$ cat src/rtl/fetch_unit_if.sv
// fetch_unit_if: IMEM request/response, redirect and decode handshake bundle of the fetch unit.
interface fetch_unit_if #(
    parameter int CPU_ADDR_BITS = 32,
    parameter int CPU_INST_BITS = 32,
    parameter int FETCH_WIDTH   = 2
);
    logic                                 imem_req_rdy;
    logic                                 imem_req_val;
    logic [CPU_ADDR_BITS-1:0]             imem_req_packet;
    logic                                 imem_rec_rdy;
    logic                                 imem_rec_val;
    logic [FETCH_WIDTH*CPU_INST_BITS-1:0] imem_rec_packet;
    logic                                 redirect_val;
    logic [CPU_ADDR_BITS-1:0]             redirect_pc;
    logic                                 dec_val;
    logic                                 dec_rdy;
    logic [CPU_ADDR_BITS-1:0]             dec_pc;
    logic [FETCH_WIDTH*CPU_INST_BITS-1:0] dec_insts;
    modport master (
        input  imem_req_rdy, imem_rec_val, imem_rec_packet, redirect_val, redirect_pc, dec_rdy,
        output imem_req_val, imem_req_packet, imem_rec_rdy, dec_val, dec_pc, dec_insts
    );
    modport slave (
        output imem_req_rdy, imem_rec_val, imem_rec_packet, redirect_val, redirect_pc, dec_rdy,
        input  imem_req_val, imem_req_packet, imem_rec_rdy, dec_val, dec_pc, dec_insts
    );
endinterface

$ cat src/rtl/fetch_unit.sv
// fetch_unit: PC owner issuing one bundle fetch per cycle into a small buffer feeding decode.
module fetch_unit #(
    parameter int                       CPU_ADDR_BITS = 32,
    parameter int                       CPU_INST_BITS = 32,
    parameter int                       FETCH_WIDTH   = 2,
    parameter int unsigned              FBUF_DEPTH    = 4,
    parameter logic [CPU_ADDR_BITS-1:0] RESET_PC      = 32'h0000_0000
) (
    input logic         clk,
    input logic         rst,
    fetch_unit_if.master f
);
    localparam int CW = $clog2(FBUF_DEPTH + 1);
    localparam int PW = $clog2(FBUF_DEPTH);
    localparam int BW = FETCH_WIDTH * CPU_INST_BITS;

    logic [CPU_ADDR_BITS-1:0] pc, req_pc_q;
    logic                     pending;
    logic [CW-1:0]            count;
    logic [PW-1:0]            head, tail;
    logic [CPU_ADDR_BITS-1:0] fb_pc    [FBUF_DEPTH];
    logic [BW-1:0]            fb_insts [FBUF_DEPTH];
    logic                     credit, req_fire, enq, deq;
    logic                     unused;

    // Counting the in-flight request reserves a buffer slot for its response.
    assign credit            = (32'(count) + 32'(pending)) < FBUF_DEPTH;
    assign f.imem_req_val    = !rst && !f.redirect_val && credit;
    assign f.imem_rec_rdy    = !rst && credit;
    assign f.imem_req_packet = pc;
    assign req_fire          = f.imem_req_val && f.imem_req_rdy;
    assign enq               = pending && f.imem_rec_val;
    assign f.dec_val         = (count != '0) && !f.redirect_val;
    assign deq               = f.dec_val && f.dec_rdy;
    assign f.dec_pc          = fb_pc[head];
    assign f.dec_insts       = fb_insts[head];
    assign unused            = ^f.redirect_pc[1:0];

    always_ff @(posedge clk or posedge rst) begin
        if (rst) begin
            pc       <= RESET_PC;
            req_pc_q <= '0;
            pending  <= 1'b0;
            count    <= '0;
            head     <= '0;
            tail     <= '0;
            for (int i = 0; i < int'(FBUF_DEPTH); i++) begin
                fb_pc[i]    <= '0;
                fb_insts[i] <= '0;
            end
        end else if (f.redirect_val) begin
            pc      <= {f.redirect_pc[CPU_ADDR_BITS-1:2], 2'b00};
            pending <= 1'b0;
            count   <= '0;
            head    <= '0;
            tail    <= '0;
        end else begin
            pending <= req_fire;
            if (req_fire) begin
                pc       <= pc + CPU_ADDR_BITS'(4 * FETCH_WIDTH);
                req_pc_q <= pc;
            end
            if (enq) begin
                fb_pc[tail]    <= req_pc_q;
                fb_insts[tail] <= f.imem_rec_packet;
                tail           <= tail + PW'(1);
            end
            if (deq)
                head <= head + PW'(1);
            count <= count + CW'(enq) - CW'(deq);
        end
    end

    assert property (@(posedge clk) disable iff (rst)
        (enq && !f.redirect_val) |-> (32'(count) < FBUF_DEPTH));
endmodule

$ cat src/flat_wrapper.sv
// flat-port wrapper written by rule: the top's interface ports become plain ports
module fetch_unit_flat 
#(
    parameter int                       CPU_ADDR_BITS = 32,
    parameter int                       CPU_INST_BITS = 32,
    parameter int                       FETCH_WIDTH   = 2,
    parameter int unsigned              FBUF_DEPTH    = 4,
    parameter logic [CPU_ADDR_BITS-1:0] RESET_PC      = 32'h0000_0000
)
  (clk, rst, f_imem_req_rdy, f_imem_rec_val, f_imem_rec_packet, f_redirect_val, f_redirect_pc, f_dec_rdy, f_imem_req_val, f_imem_req_packet, f_imem_rec_rdy, f_dec_val, f_dec_pc, f_dec_insts);
  fetch_unit_if #(.CPU_ADDR_BITS(CPU_ADDR_BITS), .CPU_INST_BITS(CPU_INST_BITS), .FETCH_WIDTH(FETCH_WIDTH)) f_i ();
  input logic clk;
  input logic rst;
  input wire logic [$bits(f_i.imem_req_rdy)-1:0] f_imem_req_rdy;
  input wire logic [$bits(f_i.imem_rec_val)-1:0] f_imem_rec_val;
  input wire logic [$bits(f_i.imem_rec_packet)-1:0] f_imem_rec_packet;
  input wire logic [$bits(f_i.redirect_val)-1:0] f_redirect_val;
  input wire logic [$bits(f_i.redirect_pc)-1:0] f_redirect_pc;
  input wire logic [$bits(f_i.dec_rdy)-1:0] f_dec_rdy;
  output wire logic [$bits(f_i.imem_req_val)-1:0] f_imem_req_val;
  output wire logic [$bits(f_i.imem_req_packet)-1:0] f_imem_req_packet;
  output wire logic [$bits(f_i.imem_rec_rdy)-1:0] f_imem_rec_rdy;
  output wire logic [$bits(f_i.dec_val)-1:0] f_dec_val;
  output wire logic [$bits(f_i.dec_pc)-1:0] f_dec_pc;
  output wire logic [$bits(f_i.dec_insts)-1:0] f_dec_insts;
  assign f_i.imem_req_rdy = f_imem_req_rdy;
  assign f_i.imem_rec_val = f_imem_rec_val;
  assign f_i.imem_rec_packet = f_imem_rec_packet;
  assign f_i.redirect_val = f_redirect_val;
  assign f_i.redirect_pc = f_redirect_pc;
  assign f_i.dec_rdy = f_dec_rdy;
  assign f_imem_req_val = f_i.imem_req_val;
  assign f_imem_req_packet = f_i.imem_req_packet;
  assign f_imem_rec_rdy = f_i.imem_rec_rdy;
  assign f_dec_val = f_i.dec_val;
  assign f_dec_pc = f_i.dec_pc;
  assign f_dec_insts = f_i.dec_insts;
  fetch_unit #(.CPU_ADDR_BITS(CPU_ADDR_BITS), .CPU_INST_BITS(CPU_INST_BITS), .FETCH_WIDTH(FETCH_WIDTH), .FBUF_DEPTH(FBUF_DEPTH), .RESET_PC(RESET_PC)) u_core (.clk(clk), .rst(rst), .f(f_i));
endmodule
$ cat config.mk
export PLATFORM = sky130hd
export DESIGN_NAME = fetch_unit_flat
export DESIGN_NICKNAME = d
export VERILOG_FILES = /design/src/rtl/fetch_unit_if.sv /design/src/rtl/fetch_unit.sv /design/src/flat_wrapper.sv
export SDC_FILE = /design/constraint.sdc
export NUM_CORES = 1
export LEC_CHECK = 0
export ABC_AREA = 1
export CAP_MARGIN = 20
export CORE_MARGIN = 5
export CORE_UTILIZATION = 35
export DETAILED_ROUTE_END_ITERATION = 10
export GPL_TIMING_DRIVEN = 0
export PLACE_DENSITY = 0.57
export SKIP_LAST_GASP = 1
export SLEW_MARGIN = 20
export SYNTH_ARGS = -nofsm -noshare
export SYNTH_HDL_FRONTEND = slang
export SYNTH_SLANG_ARGS = --single-unit
$ cat constraint.sdc
create_clock -name clk -period 38.9 [get_ports clk]
set_input_delay 11.67 -clock clk [delete_from_list [all_inputs] [get_ports clk]]
set_output_delay 11.67 -clock clk [all_outputs]
set_load 0.01 [all_outputs]
==> flow_metrics.py <==
metrics = {
    "outcome": {
        "status": "finished clean",
    },
    "route": {
        "drt_iter0_markers": 1355,
        "firstDrtPassIters": 6,
        "drt-total-wl_um": 65100,
        "ant_nets": 0,
        "wl_per_cell_um": 19.0,
        "route.detailed.drc": 0,
        "num_vias": 17700,
        "via_per_inst": 5.15,
    },
    "cts": {
        "cts_tree": "built",
        "root_buffer": "clkbuf_16",
        "clockBufferDepth": 3,
        "clk_latency_ns": 0.58,
        "htree_num_levels": 2,
        "postCtsHoldBufs": 0,
        "cts_sinks": 444,
        "cts_buffers": 50,
        "cts_resized": 0,
        "cts_setup_buffers": 0,
        "path_clk_slew_ns": 0.06,
    },
    "floorplan": {
        "initial_core_util_pct": 35.1,
        "die_w_um": 247,
        "coreArea_um2": 56200,
        "ioPinCount": 233,
        "die-area_um2": 61200,
        "die_y_um": 247,
        "rows": 87,
    },
    "final_layout": {
        "antenna_cells": 0,
        "utilization_pct": 44.1,
        "fillers": 5589,
        "area_growth_pct": 25.6,
        "drive_above_1_share_pct": 6.65,
        "final_nets": 2749,
    },
    "synth": {
        "ys_warn_count": 0,
        "synth_area_um2": 19700,
        "syn_inst": 2353,
        "synth_seq_area_share_pct": 56.3,
        "synth_common_cells": "nand2_1 (557), o21ai_0 (459), dfrtp_1 (444)",
        "post-synth-top-count-cell": "nand2_1",
        "synth_ff_type": "dfrtp_1",
        "synthDistinctLibCells": 34,
        "netlist_top_cells_area": "dfrtp_1 (56%), o21ai_0 (12%), nand2_1 (11%)",
        "ys_async_sr_fraction_pct": 100,
        "yosys.area.top_type": "dfrtp_1",
        "synth_seq_cells": 444,
        "synth_edf_count": 0,
        "synth_area_per_cell_um2": 8.39,
        "netlist.area_leader.share_pct": 56.3,
    },
    "sta": {
        "min_period_ns": 25.32,
        "grt_setup_unrepaired": "no",
        "fmax_mhz": 39.5,
        "slew_violations": 0,
        "tightest_slew_ns": 0.914,
        "finalClockSkew_ns": 0.0128,
        "slew_headroom_pct": 39.1,
        "setup_viol": 0,
        "period_share_pct": 65.1,
        "hold_viol": 0,
        "timing.setup.tns_ns": 0,
    },
    "worst_setup_path": {
        "cp_top_family": "buffers and inverters",
        "cp.required_ns": 27.23,
        "cp_slowest_cell": "clkdlybuf4s50_1",
        "criticalPathCategory": "input pin to output port",
        "end_kind": "output port",
        "cp_data_arrival_time_ns": 13.65,
        "critPathMaxFanout": 10,
        "crit_chain": "clkdlybuf4s50_1, buf_2, buf_2, a31oi_1, clkdlybuf4s50_1",
        "start_kind": "input pin",
        "slowest_delay_ns": 0.61,
        "cp_num_buf_inv": 4,
    },
    "run": {
        "max-cap-violations": 0,
    },
    "global_routing": {
        "gr-total-overflow": 0,
        "grt_pass1_wl_um": 102000,
        "grt_pass1_vias": 17800,
        "grt_antenna_before_repair": 0,
        "grt.total_usage_pct": 20.9,
        "grt_max_degree": 108,
    },
    "power_and_ir_drop": {
        "p_leak_nw": 11.4,
        "vdd_drop_max_mv": 0.0347,
        "p_per_area_nw_per_um2": 64.5,
    },
    "placement": {
        "gp_congestion": 0.905,
        "io_buffers": 226,
        "dpl.hpwl_um": 45000,
    },
    "min_path": {
        "hold_path_class": "register to register",
    },
}
## where the power goes
group	internal, W	total (W)	switching [W]	leakage, nW
Sequential	0.000524	0.000565	0.0000410	6.00
Clock	0.000299	0.000490	0.000191	0.853
Combinational	0.000234	0.000543	0.000309	4.56
Total	0.00106	0.00160	0.000541	11.4
## through the flow
| stage | instance area, um^2 | cells | total power, W | hold WS [ns] | setup slack, ns |
|---|---|---|---|---|---|
| 2_1_floorplan | 19700 | 2356 | 0.000828 | 0.448 | 14.86 |
| 3_3_place_gp | 23000 | 3338 | 0.00111 | 0.460 | 9.69 |
| 3_5_place_dp | 23100 | 3342 | 0.00112 | 0.468 | 13.60 |
| 4_1_cts | 24800 | 3433 | 0.00162 | 0.482 | 13.59 |
| 5_1_grt | 24800 | 3433 | 0.00169 | 0.500 | 13.51 |
| 6_report | 24800 | 3433 | 0.00160 | 0.479 | 13.58 |
## flip-flops by register name, indices dropped and copies added (netlist names)
register	flops
u_core.count	3
u_core.f.imem_req_packet	30
u_core.fb_insts	256
u_core.fb_pc	120
u_core.head	2
u_core.pending	1
u_core.req_pc_q	30
u_core.tail	2
## cell usage in the layout (no fill, tap or decap), drive strengths merged, types with 5 or more instances in the layout
cell / synthesis / layout
o21ai: 610 / 610
nand2: 563 / 563
dfrtp: 444 / 444
nor2: 232 / 232
clkdlybuf4s50: 0 / 226
clkbuf: 80 / 158
inv: 143 / 143
o22ai: 94 / 94
buf: 83 / 87
nand3: 72 / 72
clkinv: 0 / 9
ha: 8 / 8
nand4: 5 / 5
## worst paths after layout
path | start | end | slack [ns] | cells after the start
worst max-delay path | f_redirect_val | f_dec_val | 13.58 | 5
worst min-delay path | u_core.fb_pc[90]$_DFFE_PP0P_ | u_core.fb_pc[90]$_DFFE_PP0P_ | 0.48 | 2
worst max register to register | u_core.count[1]$_DFF_PP0_ | u_core.count[2]$_DFF_PP0_ | 36.74 | 11
worst min register to register | u_core.fb_pc[90]$_DFFE_PP0P_ | u_core.fb_pc[90]$_DFFE_PP0P_ | 0.48 | 2
max in group asynchronous | rst | u_core.fb_insts[167]$_DFFE_PP0P_ | 25.50 | 5
min in group asynchronous | rst | u_core.f.imem_req_packet[21]$_DFFE_PP0P_ | 11.54 | 2
## logic make-up after synthesis
logic type	after synthesis	share of synthesized area, %
fa+ha+maj	9	0.609
flops	444	56.3
other cells	1	0.0190
simple gates	874	17.6
compound gates	714	18.8
xor+xnor	5	0.222
buf+inv	306	6.48
## worst min-delay path, stage by stage (launching register included)
cell and delay [ns]:
dfrtp_1 0.34, nand2_1 0.05, o21ai_0 0.06
## layout make-up
class                           instances  area (um^2)  area share [%]
Multi-Input combinational cell       1606         7360            29.7
Tap cell                              756          946            3.82
Buffer                                163          742            2.99
Clock buffer                           78         1550            6.25
Inverter                              143          544            2.20
Clock inverter                         13          169           0.681
Timing Repair Buffer                  230         2370            9.57
Sequential cell                       444        11100            44.8
## per-layer routing
metal	track usage, %	share of wire [%]	vias up
met5	0	0	-
met4	6.59	2.8	0
met3	4.03	7.1	108
met2	34.3	47	595
met1	28.2	43	8636
li1	-	-	8345
No activity file was read; power rests on OpenSTA's default activity.
